<file path="src/rtl/imm_gen_pipe.sv">
// Registered RV32I/RV64I immediate generator with a valid/ready stage and a 2-entry skid buffer.
// Optional feature macro IMM_GEN_TARGET_EN adds out_target = tag + imm computed at capture.
module imm_gen_pipe #(
  parameter int XLEN  = 32,
  parameter int TAG_W = 32
) (
  input  logic             clk,
  input  logic             rst_n,
  input  logic             flush,
  input  logic             in_valid,
  output logic             in_ready,
  input  logic [31:0]      in_inst,
  input  logic [2:0]       in_sel,
  input  logic [TAG_W-1:0] in_tag,
  output logic             out_valid,
  input  logic             out_ready,
  output logic [XLEN-1:0]  out_imm,
  output logic [TAG_W-1:0] out_tag,
  output logic [XLEN-1:0]  out_target,
  output logic             out_illegal
);

  // Handshake: a beat moves in on in_valid & in_ready and out on out_valid & out_ready.
  // in_ready depends only on skid occupancy, so there is no path from out_ready to in_ready.

  logic [63:0]      imm_wide;
  logic [XLEN-1:0]  new_imm;
  logic             new_illegal;

  // Decode at 64 bits, then keep the low XLEN bits.
  always_comb begin
    imm_wide = '0;
    case (in_sel)
      3'b000:  imm_wide = {{32{in_inst[31]}}, in_inst[31:12], 12'b0};
      3'b001:  imm_wide = {{52{in_inst[31]}}, in_inst[31:20]};
      3'b010:  imm_wide = {{52{in_inst[31]}}, in_inst[31:25], in_inst[11:7]};
      3'b011:  imm_wide = {{51{in_inst[31]}}, in_inst[31], in_inst[7], in_inst[30:25],
                           in_inst[11:8], 1'b0};
      3'b100:  imm_wide = {{43{in_inst[31]}}, in_inst[31], in_inst[19:12], in_inst[20],
                           in_inst[30:21], 1'b0};
      3'b101:  imm_wide = (XLEN == 64) ? {58'b0, in_inst[25:20]} : {59'b0, in_inst[24:20]};
      3'b110:  imm_wide = {59'b0, in_inst[19:15]};
      default: imm_wide = '0;
    endcase
  end

  assign new_imm     = imm_wide[XLEN-1:0];
  assign new_illegal = (in_sel == 3'b111);

  logic             main_valid, skid_valid;
  logic [XLEN-1:0]  main_imm, skid_imm;
  logic [TAG_W-1:0] main_tag, skid_tag;
  logic             main_illegal, skid_illegal;

  logic accept, main_load, main_from_skid, skid_load;

  assign in_ready       = ~skid_valid;
  assign accept         = in_valid & in_ready & ~flush;
  // Main can take an entry when it is empty or its current entry leaves this edge.
  assign main_load      = ~main_valid | out_ready;
  assign main_from_skid = main_load & skid_valid;
  assign skid_load      = accept & ~main_load;

  always_ff @(posedge clk or negedge rst_n) begin
    if (!rst_n) begin
      main_valid <= 1'b0;
      skid_valid <= 1'b0;
    end else if (flush) begin
      main_valid <= 1'b0;
      skid_valid <= 1'b0;
    end else begin
      if (main_load) main_valid <= skid_valid | accept;
      skid_valid <= skid_load | (skid_valid & ~main_load);
    end
  end

  always_ff @(posedge clk or negedge rst_n) begin
    if (!rst_n) begin
      main_imm     <= '0;
      main_tag     <= '0;
      main_illegal <= 1'b0;
      skid_imm     <= '0;
      skid_tag     <= '0;
      skid_illegal <= 1'b0;
    end else begin
      if (main_from_skid) begin
        main_imm     <= skid_imm;
        main_tag     <= skid_tag;
        main_illegal <= skid_illegal;
      end else if (main_load && accept) begin
        main_imm     <= new_imm;
        main_tag     <= in_tag;
        main_illegal <= new_illegal;
      end
      if (skid_load) begin
        skid_imm     <= new_imm;
        skid_tag     <= in_tag;
        skid_illegal <= new_illegal;
      end
    end
  end

  assign out_valid   = main_valid;
  assign out_imm     = main_imm;
  assign out_tag     = main_tag;
  assign out_illegal = main_illegal;

`ifdef IMM_GEN_TARGET_EN
  logic [XLEN+TAG_W-1:0] tag_wide;
  logic [XLEN-1:0]       new_target, main_target, skid_target;

  // Tag is zero-extended or truncated to XLEN; the sum wraps.
  assign tag_wide   = {{XLEN{1'b0}}, in_tag};
  assign new_target = tag_wide[XLEN-1:0] + new_imm;

  always_ff @(posedge clk or negedge rst_n) begin
    if (!rst_n) begin
      main_target <= '0;
      skid_target <= '0;
    end else begin
      if (main_from_skid)          main_target <= skid_target;
      else if (main_load && accept) main_target <= new_target;
      if (skid_load)               skid_target <= new_target;
    end
  end

  assign out_target = main_target;

  logic unused_bits;
  assign unused_bits = ^{imm_wide, in_inst[6:0], tag_wide};
`else
  assign out_target = '0;

  logic unused_bits;
  assign unused_bits = ^{imm_wide, in_inst[6:0]};
`endif

endmodule
</file>
<file path="config.mk">
export PLATFORM = sky130hd
export DESIGN_NAME = imm_gen_pipe
export DESIGN_NICKNAME = d
export VERILOG_FILES = /design/src/rtl/imm_gen_pipe.sv
export SDC_FILE = /design/constraint.sdc
export NUM_CORES = 1
export LEC_CHECK = 0
export BUFFER_PORTS_ARGS = -buffer_cell sky130_fd_sc_hd__buf_4
export CAP_MARGIN = 20
export CORE_ASPECT_RATIO = 0.6
export CORE_UTILIZATION = 40
export DETAILED_ROUTE_END_ITERATION = 10
export PLACE_DENSITY = 0.61
export SYNTH_ARGS = -nofsm -noshare
export SYNTH_HDL_FRONTEND = slang
export SYNTH_SLANG_ARGS = --single-unit
</file>
<file path="constraint.sdc">
create_clock -name clk -period 4.55 [get_ports clk]
set_input_delay 0.2275 -clock clk [delete_from_list [all_inputs] [get_ports clk]]
set_output_delay 0.2275 -clock clk [all_outputs]
set_load 0.01 [all_outputs]
</file>
=== After elaboration in Yosys (flattened, before gate mapping) ===
Index checks and enable logic that the tools add are counted.

* Bitwise logic cells: 12
* Reduce and logical (&&, ||, !) cells: 4
* Multiplexer cells: 10
* Equal/unequal tests: 7

{| class="wikitable"
|+ Operators by type and width
! kind !! count
|-
| case mux 32 bit (7 select lines) || 1
|-
| two-way mux 32 bit || 4
|-
| == test 3 bit, second input constant || 4
|-
| == test 3 x 2 -> 1 bit, second input constant || 2
|-
| bitwise AND 1 bit || 5
|-
| two-way mux 1 bit || 5
|-
| inverter 1 bit || 4
|-
| nonzero test 2 bit || 2
|-
| == test 3 x 1 -> 1 bit, second input constant || 1
|-
| logical NOT 3 bit || 1
|-
| OR 1 bit || 3
|-
| logical AND 1 bit || 1
|}

* Flip-flop bits (word level): 132
* Word-level logic and storage cells: 41
* Input port bits: 72

=== Depth between registers and ports, before layout ===
Gate-level depths: netlist (run 1).

* Depth in word-level cells: 6
* Gate-level depth with buffers: 7

=== Least setup slack after synthesis (run 1) ===
Ideal clock, no wire load.

* Path kind: register -> register
* Start: register main_valid, in the netlist out_valid
* End: register skid_imm[10]
* Buffers on the path: 3
* Stages on the path, launching flop included: 7
* Data arrival time: 1.407 ns
* Path slack: 3.022 ns
* Library setup time: 0.121 ns
* Cell sequence: dfrtp_1 nand2b_4 buf_6 or3_1 buf_6 buf_6 a22o_1

* Cells in the longest elaborated chain, start to end: 4

{| class="wikitable"
|+ Ends and longest elaborated chain
! what !! line !! text
|-
| start, declared || 50 || <nowiki>logic main_valid, skid_valid;</nowiki>
|-
| start signal, assigned || 72 || <nowiki>if (main_load) main_valid <= skid_valid | accept;</nowiki>
|-
| inverter 1 bit || 60 || <nowiki>assign main_load = ~main_valid | out_ready;</nowiki>
|-
| OR 1 bit || 60 ||
|-
| inverter 1 bit || 62 || <nowiki>assign skid_load = accept & ~main_load;</nowiki>
|-
| bitwise AND 1 bit || 62 ||
|-
| end signal, assigned || 96 || <nowiki>skid_imm <= new_imm;</nowiki>
|-
| end, declared || 51 || <nowiki>logic [XLEN-1:0] main_imm, skid_imm;</nowiki>
|}

Every way passes these cells.
A chain may end at the register's enable or synchronous reset.

=== Worst setup path after layout (run 1) ===
* Start: register skid_valid
* End: register main_tag[17], in the netlist out_tag[17]

* Cells in the longest elaborated chain, start to end: 5
* Elaborated cells on any way between the ends: 7

{| class="wikitable"
|+ Ends and longest elaborated chain
! what !! line !! text
|-
| start, declared || 50 ||
|-
| start signal, assigned || 73 || <nowiki>skid_valid <= skid_load | (skid_valid & ~main_load);</nowiki>
|-
| inverter 1 bit || 57 || <nowiki>assign in_ready = ~skid_valid;</nowiki>
|-
| bitwise AND 1 bit (2 in a row) || 58 || <nowiki>assign accept = in_valid & in_ready & ~flush;</nowiki>
|-
| logical AND 1 bit || 90 || <nowiki>end else if (main_load && accept) begin</nowiki>
|-
| nonzero test 2 bit (no source line) || -- ||
|-
| end signal, assigned || 88 || <nowiki>main_tag <= skid_tag;</nowiki>
|-
| end signal, assigned || 92 || <nowiki>main_tag <= in_tag;</nowiki>
|-
| end, declared || 52 || <nowiki>logic [TAG_W-1:0] main_tag, skid_tag;</nowiki>
|}

Parallel ways exist; a longest one is shown, timed or not.

==> impl_results.html, run 1 <==
<table>
<tr><th>Metric</th><th>Value</th></tr>
<tr><th colspan="2">Power and ir drop</th></tr>
<tr><td>Leak Pwr</td><td>3.61 nW</td></tr>
<tr><td>Power density over the cells</td><td>475 nW/um^2</td></tr>
<tr><td>Relative contribution of combinational cells to total power</td><td>17.3%</td></tr>
<tr><td>Internal Power</td><td>2.59 mW</td></tr>
<tr><td>Share of power burned in registers</td><td>42.4%</td></tr>
<tr><td>Switching share of power</td><td>28.2%</td></tr>
<tr><td>Power share of the clock group</td><td>40.3%</td></tr>
<tr><td>Maximum resistive drop on vdd</td><td>244 uV</td></tr>
<tr><td>Switching Power</td><td>1.02 mW</td></tr>
<tr><th colspan="2">Synth</th></tr>
<tr><td>Multiplexer share of the synthesized area</td><td>0.559%</td></tr>
<tr><td>Leading area contributor after synthesis</td><td>sky130_fd_sc_hd__dfrtp_1</td></tr>
<tr><td>Leading post-synthesis cells by cell area</td><td>sky130_fd_sc_hd__dfrtp_1 (55%), sky130_fd_sc_hd__nand2_1 (11%), sky130_fd_sc_hd__o21ai_0 (8.4%)</td></tr>
<tr><td>Cells after synthesis</td><td>641</td></tr>
<tr><td>Distinct cell type count of the synthesized netlist</td><td>39</td></tr>
<tr><td>Portion of the post-synthesis area used by sequential elements</td><td>54.6%</td></tr>
<tr><td>Synthesized-area fraction occupied by adder cells</td><td>0%</td></tr>
<tr><td>Per-instance average area after synthesis</td><td>9.43 um^2</td></tr>
<tr><td>Primary FF master, synth</td><td>sky130_fd_sc_hd__dfrtp_1</td></tr>
<tr><td>Summed instance area of the synthesized netlist</td><td>6050 um^2</td></tr>
<tr><td>FF+latch count, synth</td><td>132</td></tr>
<tr><td>Share of the synthesized netlist area taken by xor and xnor gates</td><td>0.145%</td></tr>
<tr><td>Post-synthesis simple-gate area fraction</td><td>15.1%</td></tr>
<tr><td>Share of flip-flops with an asynchronous set or reset</td><td>100%</td></tr>
<tr><td>Largest family of logic cells by synthesized area</td><td>compound AO/OA/AOI/OAI gates</td></tr>
<tr><td>Ys Warns</td><td>0</td></tr>
<tr><td>Post-synth EDFFs</td><td>0</td></tr>
<tr><td>Post-synth top area share</td><td>54.6%</td></tr>
<tr><td>Area fraction in compound gates after synthesis</td><td>20.7%</td></tr>
<tr><th colspan="2">Die</th></tr>
<tr><td>Starting density of the core</td><td>41.3%</td></tr>
<tr><td>Horizontal die dimension</td><td>161 um</td></tr>
<tr><td>Die area</td><td>15600 um^2</td></tr>
<tr><td>Cell row count</td><td>34</td></tr>
<tr><td>Std-Cell Core Area</td><td>14600 um^2</td></tr>
<tr><td>IO Pins</td><td>171</td></tr>
<tr><td>Die extent in y</td><td>97.2 um</td></tr>
<tr><th colspan="2">Place</th></tr>
<tr><td>Standard cell area after detailed placement</td><td>6940 um^2</td></tr>
<tr><td>Placed wire-length estimate after detailed placement</td><td>10.4 mm</td></tr>
<tr><td>Placer's final routability congestion estimate</td><td>0.824</td></tr>
<tr><td>Number of placed cells counting well taps</td><td>925</td></tr>
<tr><td>Buffers on Ports</td><td>131</td></tr>
<tr><th colspan="2">Global route</th></tr>
<tr><td>Initial antenna violation count</td><td>0</td></tr>
<tr><td>Pin count of the biggest net entering global routing</td><td>85</td></tr>
<tr><td>Remaining global-route overflow</td><td>0</td></tr>
<tr><td>First-pass GRT wire length</td><td>25.7 mm</td></tr>
<tr><td>Overall global routing resource usage</td><td>20.9%</td></tr>
<tr><td>Vias in the first global route</td><td>4907</td></tr>
<tr><th colspan="2">Clock tree</th></tr>
<tr><td>Total setup buffers inserted after CTS</td><td>0</td></tr>
<tr><td>Buffers from clock root to sink, at most</td><td>2</td></tr>
<tr><td>Worst-path clk slew</td><td>0.07 ns</td></tr>
<tr><td>Clk sink count</td><td>132</td></tr>
<tr><td>Number of instances resized during post-cts repair</td><td>0</td></tr>
<tr><td>Hold-fix buffers, CTS</td><td>2</td></tr>
<tr><td>Cell at the root of the clock tree</td><td>sky130_fd_sc_hd__clkbuf_16</td></tr>
<tr><td>Number of buffers added by the clock tree synthesis step</td><td>17</td></tr>
<tr><td>H-tree lvl count</td><td>4</td></tr>
<tr><td>TritonCTS clock tree</td><td>done</td></tr>
<tr><td>Clock network latency to the later pin of the worst-skew pair</td><td>0.41 ns</td></tr>
<tr><th colspan="2">Drt</th></tr>
<tr><td>Antenna Nets Post-Route</td><td>0</td></tr>
<tr><td>Vias per std cell</td><td>5.19</td></tr>
<tr><td>Wire per inst</td><td>16.3 um</td></tr>
<tr><td>WL final</td><td>15.7 mm</td></tr>
<tr><td>DR DRC count</td><td>0</td></tr>
<tr><td>First-pass DRT Iterations</td><td>5</td></tr>
<tr><td>Detailed-route via count</td><td>4980</td></tr>
<tr><td>First-iteration detailed-routing DRC count</td><td>308</td></tr>
<tr><th colspan="2">Flow run</th></tr>
<tr><td>Number of max-cap violations</td><td>0</td></tr>
<tr><th colspan="2">Timing</th></tr>
<tr><td>Fmax</td><td>332 MHz</td></tr>
<tr><td>Setup_tns</td><td>0 ns</td></tr>
<tr><td>Final Critical Period</td><td>3.01 ns</td></tr>
<tr><td>Rel. slew slack</td><td>27.8%</td></tr>
<tr><td>Share of the cycle needed by the critical path after routing</td><td>66.2%</td></tr>
<tr><td>Max-slew violations</td><td>0</td></tr>
<tr><td>Final number of hold-violating endpoints</td><td>0</td></tr>
<tr><td>Endpoints failing setup</td><td>0</td></tr>
<tr><td>Hold WS</td><td>0.0226 ns</td></tr>
<tr><td>Setup repair after global routing missed its margin</td><td>false</td></tr>
<tr><td>Clock skew</td><td>0.00757 ns</td></tr>
<tr><td>Slew at the pin closest to its max-slew limit</td><td>1.08 ns</td></tr>
<tr><th colspan="2">Worst setup path</th></tr>
<tr><td>Endpoint class of the critical path</td><td>flip-flop</td></tr>
<tr><td>Stage delay of the slowest cell on the critical path</td><td>0.98 ns</td></tr>
<tr><td>Arrival time of the worst setup path</td><td>3.27 ns</td></tr>
<tr><td>Startpoint-to-endpoint class of the critical path</td><td>reg2reg</td></tr>
<tr><td>Cell family with the largest share of critical-path delay</td><td>buffers and inverters</td></tr>
<tr><td>Crit Path Max Fanout</td><td>50</td></tr>
<tr><td>Crit path cell chain</td><td>clkinv_1 &gt; a21bo_2 &gt; buf_4 &gt; nand2_1 &gt; o21ai_0</td></tr>
<tr><td>Worst path bufs/invs</td><td>2</td></tr>
<tr><td>Startpoint class of the critical path</td><td>flip-flop</td></tr>
<tr><td>Required time at the endpoint of the critical path</td><td>4.81 ns</td></tr>
<tr><td>Slowest stage cell on the critical path</td><td>sky130_fd_sc_hd__dfrtp_1</td></tr>
<tr><th colspan="2">Finish</th></tr>
<tr><td>Non-Filler Instances</td><td>959</td></tr>
<tr><td>ANT cells</td><td>0</td></tr>
<tr><td>Fin nets</td><td>820</td></tr>
<tr><td>Area of all placed cells without fillers</td><td>7590 um^2</td></tr>
<tr><td>Ratio of cells with drive above 1 in the final layout</td><td>24.3%</td></tr>
<tr><td>Layout-stage area growth over the synthesis result</td><td>25.5%</td></tr>
<tr><th colspan="2">Min path</th></tr>
<tr><td>Class of the tightest hold or removal check</td><td>in2reg</td></tr>
<tr><th colspan="2">Outcome</th></tr>
<tr><td>Result of the run</td><td>complete, no violations</td></tr>
</table>
-- power by group through the flow --
stage / clock network, mW / logic (mW) / registers, mW
2_1_floorplan: 0 / 0.293 / 1.56
3_3_place_gp: 0 / 0.610 / 1.53
3_5_place_dp: 0 / 0.630 / 1.54
4_1_cts: 1.48 / 0.633 / 1.53
5_1_grt: 1.54 / 0.701 / 1.56
6_report: 1.45 / 0.625 / 1.53
-- path summary, 6_finish.rpt --
kind	depth (start not counted)	from	endpoint	slack, ns
hold reg to reg	2	skid_imm[25]	skid_imm[25]	0.47
setup / recovery	5	skid_valid	out_tag[17]	1.54
setup reg to reg	5	skid_valid	out_tag[17]	1.54
min in group asynchronous	2	rst_n	out_imm[26]	0.44
hold / removal	3	in_tag[16]	skid_tag[16]	0.02
max in group asynchronous	3	rst_n	skid_imm[12]	2.92
-- per-layer routing --
metal,part of all wire (%),GRT usage [%]
met5,0,0
met2,43,30.2
met3,8.1,7.26
met4,0.98,5.73
met1,48,29.5
-- sequential cells by signal (all words and copies together), names as in the netlist --
signal        count
skid_imm         32
skid_illegal      1
out_valid         1
out_tag          32
out_illegal       1
skid_valid        1
out_imm          32
skid_tag         32
-- worst min-delay path: cells and delay by family --
| family | cells | cell delay [ns] |
|---|---|---|
| simple gates | 2 | 0.09 |
| buf+inv | 1 | 0.09 |
-- kinds of logic (layout without fill, tap and decap cells) --
kind of cell              count (synthesis)  in the layout
DFF                                     132            132
muxes                                     3              3
other                                     1             32
xor gates and xnor gates                  1              1
AOI/OAI and AO/OA                       209            209
buffers and inverters                    85            174
and+or+nand+nor                         210            210
-- layout by cell type (no fill, tap or decap), types with 2 or more instances in the layout --
cell                            netlist  final
sky130_fd_sc_hd__a21oi_1             33     33
sky130_fd_sc_hd__nand2_1            173    173
sky130_fd_sc_hd__nor2b_1              2      2
sky130_fd_sc_hd__o21ai_1              4      4
sky130_fd_sc_hd__a221oi_1             4      4
sky130_fd_sc_hd__inv_8                0      2
sky130_fd_sc_hd__buf_4               35    136
sky130_fd_sc_hd__a311oi_1             8      8
sky130_fd_sc_hd__bufinv_16            0      3
sky130_fd_sc_hd__nand3b_1            17     17
sky130_fd_sc_hd__conb_1               1     32
sky130_fd_sc_hd__a311oi_2             4      4
sky130_fd_sc_hd__and3_1               5      5
sky130_fd_sc_hd__inv_6                0      7
sky130_fd_sc_hd__o21ai_0            102    102
sky130_fd_sc_hd__a32o_1               4      4
sky130_fd_sc_hd__and2b_1              2      2
sky130_fd_sc_hd__mux2_2               3      3
sky130_fd_sc_hd__o22ai_1             33     33
sky130_fd_sc_hd__clkbuf_16            0     17
sky130_fd_sc_hd__dfrtp_1            132    132
sky130_fd_sc_hd__a211oi_1             8      8
sky130_fd_sc_hd__dlygate4sd3_1        0      2
sky130_fd_sc_hd__a22o_1               6      6
-- area by class of cell --
class                   count  area [um^2]
clock buffers              18          439
clock inverters            14          188
fillers                  1377         7040
inverters                   2         7.51
multi-input cells         455         2340
flip-flops and latches    132         3300
well taps                 198          248
repair buffers            140         1070
-- synthesized netlist by cell type, types with 5 or more instances --
library cell,count
sky130_fd_sc_hd__a22o_1,6
sky130_fd_sc_hd__a311oi_1,8
sky130_fd_sc_hd__o22ai_1,33
sky130_fd_sc_hd__buf_6,6
sky130_fd_sc_hd__buf_2,21
sky130_fd_sc_hd__o21ai_0,102
sky130_fd_sc_hd__clkbuf_1,19
sky130_fd_sc_hd__and3_1,5
sky130_fd_sc_hd__dfrtp_1,132
sky130_fd_sc_hd__a21oi_1,33
sky130_fd_sc_hd__nand2_1,173
sky130_fd_sc_hd__buf_4,35
sky130_fd_sc_hd__a211oi_1,8
sky130_fd_sc_hd__nand3b_1,17
-- per-stage QoR --
step	power, mW	util (%)	setup WS, ns
floorplan	1.86	-	3.02
global placement	2.14	47.3	1.57
detailed placement	2.17	47.4	1.59
CTS	3.64	51.9	1.56
global route	3.80	51.9	1.30
finish	3.60	51.9	1.54
Power figures use the tool's default switching activity.
==> run 2, diff against run 1 <==
--- a/config.mk
+++ b/config.mk
@@ -5,12 +5,13 @@
 export SDC_FILE = /design/constraint.sdc
 export NUM_CORES = 1
 export LEC_CHECK = 0
+export ABC_AREA = 1
 export BUFFER_PORTS_ARGS = -buffer_cell sky130_fd_sc_hd__buf_4
 export CAP_MARGIN = 20
 export CORE_ASPECT_RATIO = 0.6
 export CORE_UTILIZATION = 40
 export DETAILED_ROUTE_END_ITERATION = 10
-export PLACE_DENSITY = 0.61
+export PLACE_DENSITY = 0.63
 export SYNTH_ARGS = -nofsm -noshare
 export SYNTH_HDL_FRONTEND = slang
 export SYNTH_SLANG_ARGS = --single-unit
==> constraint.sdc (replaced) <==
create_clock -name clk -period 2.43 [get_ports clk]
set_input_delay 0.1215 -clock clk [delete_from_list [all_inputs] [get_ports clk]]
set_output_delay 0.1215 -clock clk [all_outputs]
set_load 0.01 [all_outputs]
==> run 2 against run 1 <==
Worst setup slack worse by 0.94 ns. Register-to-register slack got worse by 0.94 ns. Critical path depth up 2. Wire length fell by 2.1%. Clock-buffer cell count unchanged. Design area grew 5.8%. Final cell count increased by 17%. Area after synthesis rose by 3.1%. Critical path type unchanged. Largest power group unchanged. Highest routed layer unchanged.
==> impl_results.html, run 2 <==
<table>
<tr><th>Metric</th><th>Value</th></tr>
<tr><th colspan="2">Worst setup path</th></tr>
<tr><td>Startpoint class of the critical path</td><td>flip-flop</td></tr>
<tr><td>Arrival time of the worst setup path</td><td>2.15 ns (-1.12 ns)</td></tr>
<tr><td>Startpoint-to-endpoint class of the critical path</td><td>reg2reg</td></tr>
<tr><td>Required time at the endpoint of the critical path</td><td>2.75 ns (-2.06 ns)</td></tr>
<tr><td>Crit Path Max Fanout</td><td>34 (-32%)</td></tr>
<tr><td>Endpoint class of the critical path</td><td>flip-flop</td></tr>
<tr><td>Worst setup path endpoint</td><td>skid_imm[26]</td></tr>
<tr><td>Number of cells on the worst reg-to-reg path</td><td>7 (+2)</td></tr>
<tr><td>Capture point of the worst reg-to-reg path</td><td>skid_imm[26]</td></tr>
<tr><td>Startpoint of the worst setup timing path</td><td>skid_valid</td></tr>
<tr><td>Beginning of the worst register-to-register path</td><td>skid_valid</td></tr>
<tr><td>R2R Setup Slk</td><td>0.60 ns (-0.94 ns)</td></tr>
<tr><th colspan="2">Clock tree</th></tr>
<tr><td>Buffers from clock root to sink, at most</td><td>2 (unchanged)</td></tr>
<tr><td>Clk sink count</td><td>132 (unchanged)</td></tr>
<tr><td>Clock network latency to the later pin of the worst-skew pair</td><td>0.41 ns (about the same)</td></tr>
<tr><td>Worst-path clk slew</td><td>0.06 ns (about the same)</td></tr>
<tr><td>H-tree lvl count</td><td>4 (unchanged)</td></tr>
<tr><td>Number of buffers added by the clock tree synthesis step</td><td>17 (unchanged)</td></tr>
<tr><td>TritonCTS clock tree</td><td>done</td></tr>
<tr><td>Cell at the root of the clock tree</td><td>sky130_fd_sc_hd__clkbuf_16</td></tr>
<tr><th colspan="2">Die</th></tr>
<tr><td>Starting density of the core</td><td>42.0% (+0.66 points)</td></tr>
<tr><td>Die area</td><td>16100 um^2 (+3.0%)</td></tr>
<tr><td>Std-Cell Core Area</td><td>14800 um^2 (+1.5%)</td></tr>
<tr><td>IO Pins</td><td>171 (unchanged)</td></tr>
<tr><td>Cell row count</td><td>34 (unchanged)</td></tr>
<tr><td>Horizontal die dimension</td><td>163 um (+1.5%)</td></tr>
<tr><td>Die extent in y</td><td>98.7 um (+1.5%)</td></tr>
<tr><th colspan="2">Drt</th></tr>
<tr><td>First-pass DRT Iterations</td><td>5 (unchanged)</td></tr>
<tr><td>Detailed-route via count</td><td>5286 (+6.1%)</td></tr>
<tr><td>Wire per inst</td><td>13.7 um (-16%)</td></tr>
<tr><td>DR DRC count</td><td>0 (unchanged)</td></tr>
<tr><td>WL final</td><td>15.3 mm (-2.1%)</td></tr>
<tr><td>First-iteration detailed-routing DRC count</td><td>427 (+39%)</td></tr>
<tr><td>Antenna Nets Post-Route</td><td>0 (unchanged)</td></tr>
<tr><td>Vias per std cell</td><td>4.72 (-9.2%)</td></tr>
<tr><th colspan="2">Power and ir drop</th></tr>
<tr><td>Leak Pwr</td><td>4.36 nW (+21%)</td></tr>
<tr><td>Maximum resistive drop on vdd</td><td>432 uV (+77%)</td></tr>
<tr><td>Power density over the cells</td><td>847 nW/um^2 (+78%)</td></tr>
<tr><th colspan="2">Global route</th></tr>
<tr><td>Initial antenna violation count</td><td>0 (unchanged)</td></tr>
<tr><td>First-pass GRT wire length</td><td>25.2 mm (-1.9%)</td></tr>
<tr><td>Global-route track usage on met2</td><td>26.1% (-4.1 points)</td></tr>
<tr><td>Global Route met3 Usage</td><td>4.97% (-2.3 points)</td></tr>
<tr><td>Pin count of the biggest net entering global routing</td><td>71 (-16%)</td></tr>
<tr><td>Met1 Resource Use GR</td><td>32.6% (+3.1 points)</td></tr>
<tr><td>Remaining global-route overflow</td><td>0 (unchanged)</td></tr>
<tr><td>GRT Max-Usage Layer</td><td>met1</td></tr>
<tr><td>Vias in the first global route</td><td>4789 (-2.4%)</td></tr>
<tr><td>Overall global routing resource usage</td><td>20.1% (-0.75 points)</td></tr>
<tr><th colspan="2">Finish</th></tr>
<tr><td>Number of fillers in the final layout</td><td>1438 (+4.4%)</td></tr>
<tr><td>Area of all placed cells without fillers</td><td>8030 um^2 (+5.8%)</td></tr>
<tr><td>Sequential Area</td><td>3300 um^2 (unchanged)</td></tr>
<tr><td>Top library cells by usage in the layout, fill and taps aside</td><td>sky130_fd_sc_hd__nand2_1 (245), sky130_fd_sc_hd__buf_4 (141), sky130_fd_sc_hd__dfrtp_1 (132)</td></tr>
<tr><td>ANT cells</td><td>0 (unchanged)</td></tr>
<tr><td>Layout-stage area growth over the synthesis result</td><td>28.9%</td></tr>
<tr><td>Multi-input combinational cell area</td><td>2320 um^2 (-0.75%)</td></tr>
<tr><td>Most frequent standard cell in the layout excluding fill and tap cells</td><td>sky130_fd_sc_hd__nand2_1</td></tr>
<tr><td>Ratio of cells with drive above 1 in the final layout</td><td>20.2% (-4.2 points)</td></tr>
<tr><td>Fin nets</td><td>984 (+20%)</td></tr>
<tr><th colspan="2">Synth</th></tr>
<tr><td>Leading post-synthesis cells by cell area</td><td>sky130_fd_sc_hd__dfrtp_1 (53%), sky130_fd_sc_hd__nand2_1 (15%), sky130_fd_sc_hd__o21ai_0 (6.0%)</td></tr>
<tr><td>Most instantiated library cell after synthesis</td><td>sky130_fd_sc_hd__nand2_1</td></tr>
<tr><td>Leading area contributor after synthesis</td><td>sky130_fd_sc_hd__dfrtp_1</td></tr>
<tr><td>Per-instance average area after synthesis</td><td>7.97 um^2 (-16%)</td></tr>
<tr><td>Cells after synthesis</td><td>782 (+22%)</td></tr>
<tr><td>Summed instance area of the synthesized netlist</td><td>6230 um^2 (+3.1%)</td></tr>
<tr><td>Most frequent cells after synthesis</td><td>sky130_fd_sc_hd__nand2_1 (246), sky130_fd_sc_hd__dfrtp_1 (132), sky130_fd_sc_hd__o21ai_0 (75)</td></tr>
<tr><td>Distinct cell type count of the synthesized netlist</td><td>22 (-44%)</td></tr>
<tr><td>Share of flip-flops with an asynchronous set or reset</td><td>100% (unchanged)</td></tr>
<tr><td>Primary FF master, synth</td><td>sky130_fd_sc_hd__dfrtp_1</td></tr>
<tr><td>Post-synth top area share</td><td>53.0% (-1.6 points)</td></tr>
<tr><td>Post-synth EDFFs</td><td>0 (unchanged)</td></tr>
<tr><td>Portion of the post-synthesis area used by sequential elements</td><td>53.0% (-1.6 points)</td></tr>
<tr><td>Ys Warns</td><td>0 (unchanged)</td></tr>
<tr><td>FF+latch count, synth</td><td>132 (unchanged)</td></tr>
<tr><th colspan="2">Timing</th></tr>
<tr><td>Max-slew violations</td><td>0 (unchanged)</td></tr>
<tr><td>Share of the cycle needed by the critical path after routing</td><td>75.5% (+9.2 points)</td></tr>
<tr><td>Endpoints failing setup</td><td>0 (unchanged)</td></tr>
<tr><td>Rel. slew slack</td><td>53.8% (+26 points)</td></tr>
<tr><td>Final number of hold-violating endpoints</td><td>0 (unchanged)</td></tr>
<tr><td>Clock skew</td><td>0.00973 ns (+0.00216 ns)</td></tr>
<tr><td>Fmax</td><td>545 MHz (+64%)</td></tr>
<tr><td>Setup_tns</td><td>0 ns (unchanged)</td></tr>
<tr><td>Setup repair after global routing missed its margin</td><td>false</td></tr>
<tr><td>Slew at the pin closest to its max-slew limit</td><td>0.693 ns (-0.390 ns)</td></tr>
<tr><td>Final Critical Period</td><td>1.83 ns (-1.18 ns)</td></tr>
<tr><th colspan="2">Min path</th></tr>
<tr><td>Class of the tightest hold or removal check</td><td>in2reg</td></tr>
<tr><th colspan="2">Place</th></tr>
<tr><td>Buffers on Ports</td><td>131 (unchanged)</td></tr>
<tr><td>Placer's final routability congestion estimate</td><td>0.823 (about the same)</td></tr>
<tr><td>Placed wire-length estimate after detailed placement</td><td>10.3 mm (-0.94%)</td></tr>
<tr><td>Standard cell area after detailed placement</td><td>7290 um^2 (+5.0%)</td></tr>
<tr><th colspan="2">Flow run</th></tr>
<tr><td>Number of max-cap violations</td><td>0 (unchanged)</td></tr>
<tr><th colspan="2">Outcome</th></tr>
<tr><td>Result of the run</td><td>complete, no violations</td></tr>
</table>
[run 2: changes by cell type after synthesis, moves of 6 or more]
| cell | previous run | this run |
|---|---|---|
| sky130_fd_sc_hd__nand4_1 | 0 | 13 |
| sky130_fd_sc_hd__nand2_1 | 173 | 246 |
| sky130_fd_sc_hd__nand3_1 | 0 | 22 |
| sky130_fd_sc_hd__o21ai_0 | 102 | 75 |
| sky130_fd_sc_hd__o21ai_1 | 4 | 26 |
| sky130_fd_sc_hd__o22ai_1 | 33 | 0 |
| sky130_fd_sc_hd__a21oi_1 | 33 | 53 |
| sky130_fd_sc_hd__a22o_1 | 6 | 0 |
| sky130_fd_sc_hd__inv_1 | 2 | 66 |
| sky130_fd_sc_hd__a31oi_1 | 0 | 11 |
| sky130_fd_sc_hd__a211oi_1 | 8 | 0 |
| sky130_fd_sc_hd__nor2_1 | 2 | 48 |
| sky130_fd_sc_hd__a311oi_1 | 8 | 0 |
| sky130_fd_sc_hd__nand3b_1 | 17 | 0 |
[run 2: logic make-up (layout without fill, tap and decap cells)]
kind of cell | Yosys count | after routing | synth area share (%)
and+or+nand+nor | 335 | 335 | 21.6
other | 1 | 32 | 0.0602
AOI/OAI and AO/OA | 166 | 166 | 13.6
DFF | 132 | 132 | 53.0
buffers and inverters | 148 | 258 | 11.8
[run 2: area by class of cell]
| cell class | count | share of cell area (%) |
|---|---|---|
| timing repair buffer | 157 | 15.7 |
| multi-input combinational | 533 | 28.9 |
| clock buffer | 18 | 5.34 |
| sequential | 132 | 41.1 |
| tap | 198 | 3.08 |
| inverter | 71 | 3.32 |
| clock inverter | 12 | 2.55 |
[run 2: how the worst min path moves through the flow]
stage                   endpoint  slack [ns]        from  cells after the start
floorplan            out_illegal       -0.17       rst_n                      0
global placement     out_imm[27]        0.19       rst_n                      1
detailed placement  skid_imm[21]        0.19       rst_n                      1
CTS                 skid_tag[15]       0.002  in_tag[15]                      3
global route        skid_tag[14]        0.01  in_tag[14]                      3
finish              skid_tag[10]       0.009  in_tag[10]                      3
[run 2: power breakdown]
group / internal (mW) / switching [mW] / total (mW) / leakage [nW]
Combinational: 0.529 / 0.630 / 1.16 / 2.41
Sequential: 2.64 / 0.208 / 2.85 / 1.65
Clock: 1.82 / 0.980 / 2.80 / 0.303
[run 2: routing by layer]
| metal | part of all wire, % | vias up |
|---|---|---|
| li1 | - | 2694 |
| met1 | 53 | 2421 |
| met2 | 39 | 160 |
| met3 | 7.4 | 11 |
| met4 | 0.68 | 0 |
| met5 | 0 | - |
[run 2: what timing repair did]
item | in CTS | in global routing
setup buffers | 0 | 0
endpoints found under the hold margin | 78 | 0
resized for setup | 0 | 0
hold buffers | 11 | 0
[run 2: worst max-delay path: stages (launching register included)]
cell and delay (ns):
sky130_fd_sc_hd__dfrtp_1 0.39, sky130_fd_sc_hd__buf_4 0.23, sky130_fd_sc_hd__nor2_1 0.15, sky130_fd_sc_hd__nand2_2 0.07, sky130_fd_sc_hd__inv_2 0.38, sky130_fd_sc_hd__buf_4 0.31
sky130_fd_sc_hd__nor2_1 0.06, sky130_fd_sc_hd__a31oi_1 0.15
[run 2: metrics by stage]
stage	utilization [%]	worst slack (ns)	hold slack, ns	std cells	total power, mW
after detailed placement	49.1	0.642	0.187	1080	4.03
final	54.1	0.596	0.00938	1121	6.80
after CTS	54.1	0.610	0.00166	1121	6.86
after global routing	54.1	0.466	0.0121	1121	7.17
after global placement	49.1	0.669	0.186	1080	4.01
after floorplan	-	1.12	-0.174	813	3.51
==> run 3, diff against run 2 <==
--- a/config.mk
+++ b/config.mk
@@ -5,7 +5,7 @@
 export SDC_FILE = /design/constraint.sdc
 export NUM_CORES = 1
 export LEC_CHECK = 0
-export ABC_AREA = 1
+export ABC_AREA = 0
 export BUFFER_PORTS_ARGS = -buffer_cell sky130_fd_sc_hd__buf_4
 export CAP_MARGIN = 20
 export CORE_ASPECT_RATIO = 0.6
==> constraint.sdc (replaced) <==
create_clock -name clk -period 1.65 [get_ports clk]
set_input_delay 0.0825 -clock clk [delete_from_list [all_inputs] [get_ports clk]]
set_output_delay 0.0825 -clock clk [all_outputs]
set_load 0.01 [all_outputs]
==> run 3 against run 2 <==
Sequential power rose by 48%. Critical path type is now reg2out. Final cell count decreased by 8.5%. Critical endpoint is now in_ready. Register-to-register slack worse by 0.49 ns. Flip-flop and latch count did not move. Global-route usage up 2.1 points. Worst setup slack got worse by 0.51 ns. Worst hold slack gained 0.00065 ns. Critical path depth down 3.
==> impl_results.html, run 3 (synthesis gave the netlist of run 1 again) <==
<table>
<tr><th>Metric</th><th>Value</th></tr>
<tr><th colspan="2">Outcome</th></tr>
<tr><td>Result of the run</td><td>complete, no violations</td></tr>
<tr><th colspan="2">Global route</th></tr>
<tr><td>Initial antenna violation count</td><td>0 (unchanged)</td></tr>
<tr><td>Overall global routing resource usage</td><td>22.2% (+2.1 points)</td></tr>
<tr><td>Remaining global-route overflow</td><td>0 (unchanged)</td></tr>
<tr><td>Pin count of the biggest net entering global routing</td><td>49 (-31%)</td></tr>
<tr><td>First-pass GRT wire length</td><td>27.3 mm (+8.3%)</td></tr>
<tr><td>Vias in the first global route</td><td>5185 (+8.3%)</td></tr>
<tr><th colspan="2">Timing</th></tr>
<tr><td>Fmax</td><td>638 MHz</td></tr>
<tr><td>Clock skew</td><td>0.00862 ns (-0.00112 ns)</td></tr>
<tr><td>Rel. slew slack</td><td>61.3% (+7.5 points)</td></tr>
<tr><td>Setup repair after global routing missed its margin</td><td>true</td></tr>
<tr><td>Slew at the pin closest to its max-slew limit</td><td>0.577 ns (-0.117 ns)</td></tr>
<tr><td>Max-slew violations</td><td>0 (unchanged)</td></tr>
<tr><td>Final WS setup</td><td>0.0827 ns (-0.514 ns)</td></tr>
<tr><td>Final Critical Period</td><td>1.57 ns</td></tr>
<tr><td>Final number of hold-violating endpoints</td><td>0 (unchanged)</td></tr>
<tr><td>Endpoints failing setup</td><td>0 (unchanged)</td></tr>
<tr><td>Share of the cycle needed by the critical path after routing</td><td>95.0%</td></tr>
<tr><th colspan="2">Power and ir drop</th></tr>
<tr><td>Power density over the cells</td><td>1200 nW/um^2 (+42%)</td></tr>
<tr><td>Leak Pwr</td><td>3.94 nW (-9.8%)</td></tr>
<tr><td>Maximum resistive drop on vdd</td><td>559 uV (+29%)</td></tr>
<tr><td>Total Power Consumption</td><td>10.0 mW (+47%)</td></tr>
<tr><th colspan="2">Clock tree</th></tr>
<tr><td>Total setup buffers inserted after CTS</td><td>0 (unchanged)</td></tr>
<tr><td>Number of buffers added by the clock tree synthesis step</td><td>17 (unchanged)</td></tr>
<tr><td>Cell at the root of the clock tree</td><td>sky130_fd_sc_hd__clkbuf_16</td></tr>
<tr><td>Clock network latency to the later pin of the worst-skew pair</td><td>0.41 ns (about the same)</td></tr>
<tr><td>H-tree lvl count</td><td>4 (unchanged)</td></tr>
<tr><td>TritonCTS clock tree</td><td>done</td></tr>
<tr><td>Worst-path clk slew</td><td>0.06 ns (about the same)</td></tr>
<tr><td>Clk sink count</td><td>132 (unchanged)</td></tr>
<tr><td>Buffers from clock root to sink, at most</td><td>2 (unchanged)</td></tr>
<tr><th colspan="2">Die</th></tr>
<tr><td>Horizontal die dimension</td><td>161 um (-1.5%)</td></tr>
<tr><td>Cell row count</td><td>34 (unchanged)</td></tr>
<tr><td>IO Pins</td><td>171 (unchanged)</td></tr>
<tr><td>Starting density of the core</td><td>41.3% (-0.66 points)</td></tr>
<tr><td>Std-Cell Core Area</td><td>14600 um^2 (-1.4%)</td></tr>
<tr><td>Die extent in y</td><td>97.2 um (-1.5%)</td></tr>
<tr><td>Die area</td><td>15600 um^2 (-2.9%)</td></tr>
<tr><th colspan="2">Min path</th></tr>
<tr><td>Class of the tightest hold or removal check</td><td>in2reg</td></tr>
<tr><th colspan="2">Drt</th></tr>
<tr><td>First-pass DRT Iterations</td><td>4 (-1)</td></tr>
<tr><td>Antenna Nets Post-Route</td><td>0 (unchanged)</td></tr>
<tr><td>First-iteration detailed-routing DRC count</td><td>416 (-2.6%)</td></tr>
<tr><td>WL final</td><td>17.0 mm (+11%)</td></tr>
<tr><td>Wire per inst</td><td>16.6 um (+21%)</td></tr>
<tr><td>DR DRC count</td><td>0 (unchanged)</td></tr>
<tr><td>Detailed-route via count</td><td>5336 (+0.95%)</td></tr>
<tr><td>Vias per std cell</td><td>5.20 (+10%)</td></tr>
<tr><th colspan="2">Finish</th></tr>
<tr><td>Fin nets</td><td>887 (-9.9%)</td></tr>
<tr><td>Ratio of cells with drive above 1 in the final layout</td><td>24.9% (+4.7 points)</td></tr>
<tr><td>ANT cells</td><td>0 (unchanged)</td></tr>
<tr><td>Layout-stage area growth over the synthesis result</td><td>37.3%</td></tr>
<tr><td>Top library cells by usage in the layout, fill and taps aside</td><td>sky130_fd_sc_hd__nand2_1 (173), sky130_fd_sc_hd__buf_4 (146), sky130_fd_sc_hd__dfrtp_1 (132)</td></tr>
<tr><td>Number of fillers in the final layout</td><td>1239 (-14%)</td></tr>
<tr><td>Most frequent standard cell in the layout excluding fill and tap cells</td><td>sky130_fd_sc_hd__nand2_1</td></tr>
<tr><th colspan="2">Worst setup path</th></tr>
<tr><td>Worst path bufs/invs</td><td>4 (+1)</td></tr>
<tr><td>Most used cell, CP</td><td>sky130_fd_sc_hd__buf_4</td></tr>
<tr><td>Cell family with the largest share of critical-path delay</td><td>buffers and inverters</td></tr>
<tr><td>Startpoint class of the critical path</td><td>flip-flop</td></tr>
<tr><td>Crit Path Max Fanout</td><td>24 (-29%)</td></tr>
<tr><td>Startpoint-to-endpoint class of the critical path</td><td>reg2out</td></tr>
<tr><td>Crit path cell chain</td><td>buf_4 &gt; clkinvlp_4 &gt; buf_12 &gt; buf_4</td></tr>
<tr><td>Required time at the endpoint of the critical path</td><td>1.57 ns (-1.18 ns)</td></tr>
<tr><td>Endpoint class of the critical path</td><td>output pin</td></tr>
<tr><td>Stage delay of the slowest cell on the critical path</td><td>0.38 ns (about the same)</td></tr>
<tr><td>Slowest stage cell on the critical path</td><td>sky130_fd_sc_hd__dfrtp_1</td></tr>
<tr><td>Arrival time of the worst setup path</td><td>1.48 ns (-0.67 ns)</td></tr>
<tr><th colspan="2">Place</th></tr>
<tr><td>Placer's final routability congestion estimate</td><td>0.855 (+3.8%)</td></tr>
<tr><td>Placed wire-length estimate after detailed placement</td><td>11.0 mm (+7.3%)</td></tr>
<tr><td>Buffers on Ports</td><td>131 (unchanged)</td></tr>
<tr><td>Worst setup slack after placement</td><td>0.0101 ns (-0.632 ns)</td></tr>
<tr><th colspan="2">Flow run</th></tr>
<tr><td>Number of max-cap violations</td><td>0 (unchanged)</td></tr>
</table>
[run 3: cell count changes in the layout (fill, tap and decap cells not counted), moves of 11 or more]
cell,delta
sky130_fd_sc_hd__a21oi_1,-20
sky130_fd_sc_hd__a31oi_1,-11
sky130_fd_sc_hd__dlygate4sd3_1,+37
sky130_fd_sc_hd__inv_1,-65
sky130_fd_sc_hd__nand2_1,-72
sky130_fd_sc_hd__nand3_1,-22
sky130_fd_sc_hd__nand3b_1,+17
sky130_fd_sc_hd__nand4_1,-13
sky130_fd_sc_hd__nor2_1,-47
sky130_fd_sc_hd__o21ai_0,+25
sky130_fd_sc_hd__o21ai_1,-20
sky130_fd_sc_hd__o22ai_1,+33
[run 3: power by group]
| group | switching (mW) | total [mW] | internal, mW |
|---|---|---|---|
| Combinational | 0.968 | 1.89 | 0.926 |
| Sequential | 0.361 | 4.22 | 3.86 |
| Clock | 1.49 | 3.89 | 2.40 |
[run 3: layout make-up]
| class | count | area (um^2) | area share (%) |
|---|---|---|---|
| repair buffers | 207 | 1790 | 21.6 |
| clock buffers | 18 | 429 | 5.17 |
| clock inverters | 14 | 179 | 2.16 |
| inverters | 2 | 11.3 | 0.136 |
| flip-flops and latches | 132 | 3300 | 39.8 |
| well taps | 198 | 248 | 2.98 |
| multi-input cells | 455 | 2340 | 28.2 |
[run 3: routing by layer]
metal,part of all wire (%),global-route usage [%],vias up
met1,47,32.6,2589
li1,-,-,2516
met2,45,33.5,223
met4,0.51,5.01,0
met5,0,0,-
met3,7.2,4.82,8
[run 3: path summary, 6_finish.rpt]
kind	startpoint	end	slack (ns)	cells after the start
max	skid_valid	in_ready	0.08	4
min	in_inst[19]	skid_imm[19]	0.01	3
max reg2reg	out_valid	out_imm[18]	0.11	6
min reg2reg	skid_imm[20]	skid_imm[20]	0.47	2
max in group asynchronous	rst_n	skid_tag[25]	0.87	3
min in group asynchronous	rst_n	skid_imm[26]	0.18	2
[run 3: repair_timing]
| item | in CTS | in global routing |
|---|---|---|
| hold buffers | 48 | 0 |
| endpoints found under the hold margin | 116 | 0 |
| endpoints found under the setup margin | 1 | 71 |
| gates resized for setup | 3 | 9 |
| cloned | 0 | 1 |
[run 3: stage by stage]
step           instance area [um^2]  instances  hold slack (ns)  setup TNS (ns)  util, %
2_1_floorplan                  6160        672           -0.213               0        -
3_3_place_gp                   7150        945           0.0547               0     48.8
4_1_cts                        8250       1025          0.00295               0     56.4
5_1_grt                        8300       1026           0.0109         -0.0195     56.7
3_5_place_dp                   7150        945           0.0545               0     48.8
6_report                       8300       1026           0.0100               0     56.7
[run 3: worst min-delay path: cells and delay by family]
kind / cells / cell delay, ns
buffers and inverters: 1 / 0.11
AOI/OAI and AO/OA: 2 / 0.19
